$ cat config.mk
export PLATFORM = sky130hd
export DESIGN_NAME = dmi_uart_dtm_ctrl
export DESIGN_NICKNAME = d
export VERILOG_FILES = /design/src/rtl/uart_pkg.sv /design/src/rtl/dmi_uart_dtm_ctrl.sv
export SDC_FILE = /design/constraint.sdc
export NUM_CORES = 1
export LEC_CHECK = 0
export ABC_AREA = 1
export BUFFER_PORTS_ARGS = -buffer_cell sky130_fd_sc_hd__buf_4
export CAP_MARGIN = 20
export CORE_MARGIN = 10
export CORE_UTILIZATION = 48
export CTS_BUF_LIST = sky130_fd_sc_hd__clkbuf_4 sky130_fd_sc_hd__clkbuf_8
export CTS_CLUSTER_SIZE = 14
export DETAILED_ROUTE_END_ITERATION = 6
export GPL_TIMING_DRIVEN = 0
export MAX_ROUTING_LAYER = met4
export PLACE_DENSITY = 0.84
export SYNTH_ARGS = -nofsm -noshare
export SYNTH_HDL_FRONTEND = slang
export SYNTH_SLANG_ARGS = --single-unit
$ cat constraint.sdc
create_clock -name CLK_I -period 2.1 [get_ports CLK_I]
set_input_delay 0.105 -clock CLK_I [delete_from_list [all_inputs] [get_ports CLK_I]]
set_output_delay 0.105 -clock CLK_I [all_outputs]
set_load 0.03 [all_outputs]
$ cat src/rtl/uart_pkg.sv
// Shared constants and types for the UART debug transport: TAP register
// addresses, DMI op/status encodings, DTMCS field positions and DTM states.
package uart_pkg;

   localparam int IRLENGTH = 5;

   localparam logic [IRLENGTH-1:0] ADDR_IDCODE = 5'h01;
   localparam logic [IRLENGTH-1:0] ADDR_DTMCS  = 5'h10;
   localparam logic [IRLENGTH-1:0] ADDR_DMI    = 5'h11;

   typedef enum logic [1:0] {
      DMI_OP_NOP   = 2'd0,
      DMI_OP_READ  = 2'd1,
      DMI_OP_WRITE = 2'd2
   } dmi_op_e;

   typedef enum logic [1:0] {
      DMI_STATUS_OK     = 2'd0,
      DMI_STATUS_FAILED = 2'd2,
      DMI_STATUS_BUSY   = 2'd3
   } dmi_status_e;

   localparam int DTMCS_VERSION_LSB      = 0;
   localparam int DTMCS_ABITS_LSB        = 4;
   localparam int DTMCS_DMISTAT_LSB      = 10;
   localparam int DTMCS_IDLE_LSB         = 12;
   localparam int DTMCS_DMIHARDRESET_BIT = 16;
   localparam int DTMCS_DMIRESET_BIT     = 17;

   typedef enum logic [1:0] {
      ST_IDLE = 2'd0,
      ST_REQ  = 2'd1,
      ST_RESP = 2'd2
   } dtm_state_e;

endpackage

$ cat src/rtl/dmi_uart_dtm_ctrl.sv
// DTM register controller: serves TAP reads/writes of IDCODE, DTMCS and DMI,
// runs one DMI request/response at a time and keeps the sticky DMI error.
module dmi_uart_dtm_ctrl
   import uart_pkg::*;
#(
   parameter int          WIDTH        = 41,
   parameter int          ABITS        = 7,
   parameter logic [31:0] IDCODE_VALUE = 32'h0000_0001
) (
   input  logic                CLK_I,
   input  logic                RST_NI,
   input  logic [IRLENGTH-1:0] WRITE_ADDRESS_I,
   input  logic [WIDTH-1:0]    WRITE_DATA_I,
   input  logic                WRITE_VALID_I,
   output logic                WRITE_READY_O,
   input  logic [IRLENGTH-1:0] READ_ADDRESS_I,
   input  logic                READ_READY_I,
   output logic [WIDTH-1:0]    READ_DATA_O,
   output logic                READ_VALID_O,
   output logic [IRLENGTH-1:0] VALID_ADDRESS_O,
   input  logic                DMI_HARD_RESET_I,
   output logic [1:0]          DMI_ERROR_O,
   output logic [ABITS-1:0]    DMI_REQ_ADDR_O,
   output logic [31:0]         DMI_REQ_DATA_O,
   output logic [1:0]          DMI_REQ_OP_O,
   output logic                DMI_REQ_VALID_O,
   input  logic                DMI_REQ_READY_I,
   input  logic [31:0]         DMI_RESP_DATA_I,
   input  logic [1:0]          DMI_RESP_OP_I,
   input  logic                DMI_RESP_VALID_I,
   output logic                DMI_RESP_READY_O
);

   dtm_state_e       state, state_d;
   logic             drain_q, drain_d;
   logic [1:0]       err_q, err_d;
   logic [WIDTH-1:0] result_q, result_d;
   logic             read_pending_q;

   logic             write_fire, dmi_write, dtmcs_write;
   logic             hard_reset, dmi_reset, launch, busy_write;
   logic             resp_fire, capture, leaving_busy, read_accept, defer_read;
   logic [1:0]       wr_op, resp_op_eff;
   logic [WIDTH-1:0] dmi_read_word, dtmcs_word, read_word;

   assign WRITE_READY_O    = (state != ST_REQ);
   assign DMI_RESP_READY_O = (state == ST_RESP);
   assign DMI_ERROR_O      = err_q;

   assign wr_op       = WRITE_DATA_I[1:0];
   assign write_fire  = WRITE_VALID_I & WRITE_READY_O;
   assign dmi_write   = write_fire && (WRITE_ADDRESS_I == ADDR_DMI);
   assign dtmcs_write = write_fire && (WRITE_ADDRESS_I == ADDR_DTMCS);
   assign hard_reset  = DMI_HARD_RESET_I | (dtmcs_write & WRITE_DATA_I[DTMCS_DMIHARDRESET_BIT]);
   assign dmi_reset   = dtmcs_write & WRITE_DATA_I[DTMCS_DMIRESET_BIT];
   assign launch      = (state == ST_IDLE) && dmi_write && !hard_reset && (err_q == 2'd0) &&
                        ((wr_op == DMI_OP_READ) || (wr_op == DMI_OP_WRITE));
   assign busy_write  = (state == ST_RESP) && dmi_write && !hard_reset;
   assign resp_fire   = (state == ST_RESP) && DMI_RESP_VALID_I;
   // A response that was outstanding across a hard reset is drained but never recorded.
   assign capture     = resp_fire && !drain_q && !hard_reset;
   assign resp_op_eff = (err_q != 2'd0) ? err_q : DMI_RESP_OP_I;

   always_comb begin
      state_d = state;
      drain_d = drain_q;
      case (state)
         ST_IDLE: begin
            drain_d = 1'b0;
            if (launch) state_d = ST_REQ;
         end
         ST_REQ: begin
            if (hard_reset)           state_d = ST_IDLE;
            else if (DMI_REQ_READY_I) state_d = ST_RESP;
         end
         ST_RESP: begin
            if (resp_fire) begin
               state_d = ST_IDLE;
               drain_d = 1'b0;
            end else if (hard_reset) begin
               drain_d = 1'b1;
            end
         end
         default: state_d = ST_IDLE;
      endcase
   end

   always_comb begin
      err_d    = err_q;
      result_d = result_q;
      if (hard_reset || dmi_reset) begin
         err_d = 2'd0;
      end else if (err_q == 2'd0) begin
         if (busy_write)                    err_d = DMI_STATUS_BUSY;
         else if (capture && DMI_RESP_OP_I[1]) err_d = DMI_RESP_OP_I;
      end
      if (hard_reset)   result_d = '0;
      else if (capture) result_d = {DMI_REQ_ADDR_O, DMI_RESP_DATA_I, resp_op_eff};
   end

   always_ff @(posedge CLK_I) begin
      if (!RST_NI) begin
         state    <= ST_IDLE;
         drain_q  <= 1'b0;
         err_q    <= 2'd0;
         result_q <= '0;
      end else begin
         state    <= state_d;
         drain_q  <= drain_d;
         err_q    <= err_d;
         result_q <= result_d;
      end
   end

   always_ff @(posedge CLK_I) begin
      if (!RST_NI) begin
         DMI_REQ_VALID_O <= 1'b0;
         DMI_REQ_ADDR_O  <= '0;
         DMI_REQ_DATA_O  <= '0;
         DMI_REQ_OP_O    <= 2'd0;
      end else if (launch) begin
         DMI_REQ_VALID_O <= 1'b1;
         DMI_REQ_ADDR_O  <= WRITE_DATA_I[WIDTH-1:34];
         DMI_REQ_DATA_O  <= WRITE_DATA_I[33:2];
         DMI_REQ_OP_O    <= wr_op;
      end else if (hard_reset || DMI_REQ_READY_I) begin
         DMI_REQ_VALID_O <= 1'b0;
      end
   end

   // DMI reads see this cycle's capture, so a response arriving alongside the read is returned.
   always_comb begin
      dmi_read_word = result_d;
      if (err_d != 2'd0) dmi_read_word[1:0] = err_d;
      dtmcs_word = '0;
      dtmcs_word[DTMCS_IDLE_LSB +: 3]    = 3'd1;
      dtmcs_word[DTMCS_DMISTAT_LSB +: 2] = err_q;
      dtmcs_word[DTMCS_ABITS_LSB +: 6]   = 6'(ABITS);
      dtmcs_word[DTMCS_VERSION_LSB +: 4] = 4'd1;
      case (READ_ADDRESS_I)
         ADDR_IDCODE: read_word = WIDTH'(IDCODE_VALUE);
         ADDR_DTMCS:  read_word = dtmcs_word;
         ADDR_DMI:    read_word = dmi_read_word;
         default:     read_word = '0;
      endcase
   end

   assign leaving_busy = (state != ST_IDLE) && (state_d == ST_IDLE);
   assign read_accept  = READ_READY_I && !read_pending_q && !READ_VALID_O;
   assign defer_read   = (READ_ADDRESS_I == ADDR_DMI) && (state != ST_IDLE) && (state_d != ST_IDLE);

   always_ff @(posedge CLK_I) begin
      if (!RST_NI) begin
         READ_VALID_O    <= 1'b0;
         READ_DATA_O     <= '0;
         VALID_ADDRESS_O <= '0;
         read_pending_q  <= 1'b0;
      end else begin
         READ_VALID_O <= 1'b0;
         if (read_pending_q && leaving_busy) begin
            READ_VALID_O    <= 1'b1;
            READ_DATA_O     <= dmi_read_word;
            VALID_ADDRESS_O <= ADDR_DMI;
            read_pending_q  <= 1'b0;
         end else if (read_accept) begin
            if (defer_read) begin
               read_pending_q <= 1'b1;
            end else begin
               READ_VALID_O    <= 1'b1;
               READ_DATA_O     <= read_word;
               VALID_ADDRESS_O <= READ_ADDRESS_I;
            end
         end
      end
   end

endmodule

==> metrics <==
status=finished, final reports clean; Worst path slowest cell=dfxtp_4; clk_lat worst skew=0.45 ns; Slew HR=0.6164; Layout Nets=1180; CTS H-tree lvls=4; drc violations=0; top post-synthesis cells by area=dfxtp_1, nand2_1, nor2_1; largest net degree at the start of global routing=17; CP peak stage delay=0.37 ns; max-slew violation count=0; f_max=0.4938 GHz; Starting Density=0.4856; Warnings, synthesis=0; CP startpoint kind=flop; net count after synthesis=882; Final min period=2.025 ns; first-pass GRT wire length=29.81 mm; DRT Pass-1 Iters=5; final worst-path cycle share=0.9644; DP Area=7058 um2; R2R Path Start=state[0]$_SDFF_PN0_; P_leak=4.285 nW; Final Hold Fails=0; Design Area, Final=8623 um2; height of the die=127.0 um; EDFF count, synth=0; worst path required time=2.48 ns; IO Port Bufs=184; Synth cell types=28; multi-input logic area=2397 um2; # fillers=820; post-DR wirelength/cell=15.69 um; DP Worst Slack=-0.1868 ns; Rows=39; root buf cell=clkbuf_8; Seq/Total Area, Yosys=0.4952; Core Area=11320 um2; Worst Path Max Fanout=6; sequential cell area=2728 um2; gpl congestion=0.8435; initial DRC count=437; Max Cap Viol=0; RSZ-0062 raised after global routing=true; GRT Total Usage=0.2338; Post-DRT Antenna Nets=0; final WL=19.53 mm; Worst Max-Slew Pin Slew=0.5755 ns; CTS tree=yes; cell breakdown of the critical path=inv_4 > nor2_4 > nor2_4 > nand3_4 > nand4_1 > nand2_4 > nor2_4 > nand2_4 > nand2_4 > nand2_4 > nor2_8 > buf_4 > nand2_1 > a21oi_1; CTS Buf Count=17; post-synth top area share=0.4952; clk_skew=0.005237 ns; P per Cell Area=655.1 nW/um2; Bufs on Longest Clock Path=2; hold_sp=DMI_RESP_DATA_I[9]; HP Class=in2reg; crit path launch=state[0]$_SDFF_PN0_; IO Count=185; Clock Sinks=136; DP HPWL=12.43 mm; die area=16130 um2; Synth top cells by count=nand2_1, dfxtp_1, nor2_1; final setup margin=0.07484 ns; Final Setup Violations=0; Peak supply drop=0.4035 mV; Main synth FF type=dfxtp_1; Crit path top cell by count=nand2_4; Syn Inst Count=790; CP endpoint kind=flop; Die X=127.0 um; vias post-DR=6041; Post-synth ARST share=0; clock-pin transition on the worst setup and hold timing paths=0.08 ns; crit path DAT=2.40 ns; Synth area leader=dfxtp_1; antenna violations before repair=1; Vias per Instance=4.852; mapped cell area=5498 um2; post-synthesis register bit count=136; most common cell in the synthesized netlist=nand2_1; layout cell share with drive strength beyond 1=0.2561; gr ovfl total=0; Syn Area/Cell=6.959 um2; kind of critical path=reg2reg; Layout area overhead=56.85%; vias in the first global route=5978
-- logic make-up (layout without fill, tap and decap cells) --
| logic type | count (synthesis) | after routing | share of synthesized area |
|---|---|---|---|
| buffers and inverters | 114 | 424 | 0.08648 |
| AOI/OAI and AO/OA | 119 | 119 | 0.1095 |
| other | 0 | 1 | 0 |
| DFF | 136 | 136 | 0.4952 |
| and+or+nand+nor | 421 | 422 | 0.3088 |
-- worst paths after layout --
path                                  end  slack (ns)  depth (start not counted)
max          READ_DATA_O[24]$_SDFFE_PN0P_        0.07                         14
min               result_q[11]$_SDFF_PN0_        0.04                          5
max reg2reg  READ_DATA_O[24]$_SDFFE_PN0P_        0.07                         14
min reg2reg  READ_DATA_O[36]$_SDFFE_PN0P_        0.47                          2
-- repair_timing --
item / 4_1_cts / 5_1_grt
hold endpoints to repair: 80 / 0
hold buffers: 80 / 0
gates cloned: 0 / 4
gates resized for setup: 4 / 43
buffers inserted: 2 / 9
pin swaps: 1 / 6
endpoints found under the setup margin: 62 / 95
-- worst max-delay path: cells and delay by family, from the launching register on --
| kind | cells | cell delay (ns) |
|---|---|---|
| flops | 1 | 0.37 |
| simple gates | 11 | 1.19 |
| buf+inv | 2 | 0.24 |
| compound gates | 1 | 0.13 |
-- flip-flops by register name, summed over array words and instances (netlist names) --
signal,flops
drain_q,1
VALID_ADDRESS_O,5
read_pending_q,1
DMI_REQ_OP_O,2
DMI_REQ_DATA_O,32
READ_DATA_O,41
state,2
DMI_REQ_ADDR_O,7
result_q,41
READ_VALID_O,1
DMI_REQ_VALID_O,1
DMI_ERROR_O,2
-- power breakdown --
group	internal, mW	total, mW	switching [mW]
Combinational	0.280	0.521	0.241
Sequential	2.59	2.60	0.00747
Clock	1.52	2.53	1.01
Total	4.39	5.65	1.26
-- layout make-up --
type | instances | share of cell area
diodes | 1 | 0.0002902
plain buffers | 42 | 0.02844
clock buffers | 23 | 0.03381
clock inverters | 9 | 0.01973
inverters | 72 | 0.03192
multi-input cells | 541 | 0.2780
flip-flops and latches | 136 | 0.3163
well taps | 143 | 0.02075
repair buffers | 278 | 0.2707
-- placed cells by master (no fill, tap or decap), types with 4 or more instances in the layout --
master           n
a21oi_1         52
nand4_1          4
clkbuf_1        20
inv_1           69
o21ai_0         58
nand2_4          5
clkbuf_8        19
buf_4          195
clkbuf_2         6
nand3_1          9
buf_2            7
nand2_1        255
clkbuf_4         4
nor2_1         126
bufinv_16        5
nor2_4           7
dlygate4sd3_1   80
clkinv_2         4
dfxtp_1        134
buf_6            5
-- metal layers --
layer | GRT usage | routed length [um]
met2 | 0.3755 | 9164
met5 | - | 0
met4 | 0.1005 | 467
met1 | 0.2623 | 8129
met3 | 0.07651 | 1766
-- per-stage QoR --
| step | cells | setup TNS, ns | util | power [mW] | hold slack (ns) |
|---|---|---|---|---|---|
| after detailed placement | 1117 | -4.622 | 0.6235 | 3.015 | 0.3329 |
| after floorplan | 790 | 0 | - | 2.809 | 0.2399 |
| after global placement | 1117 | -6.267 | 0.6235 | 3.013 | 0.3247 |
| after CTS | 1231 | -0.1467 | 0.7382 | 5.625 | 0.002789 |
| final | 1245 | 0 | 0.7617 | 5.649 | 0.03808 |
| after global routing | 1245 | -1.009 | 0.7617 | 5.806 | 0.05701 |
No activity file was read; power rests on OpenSTA's default activity.
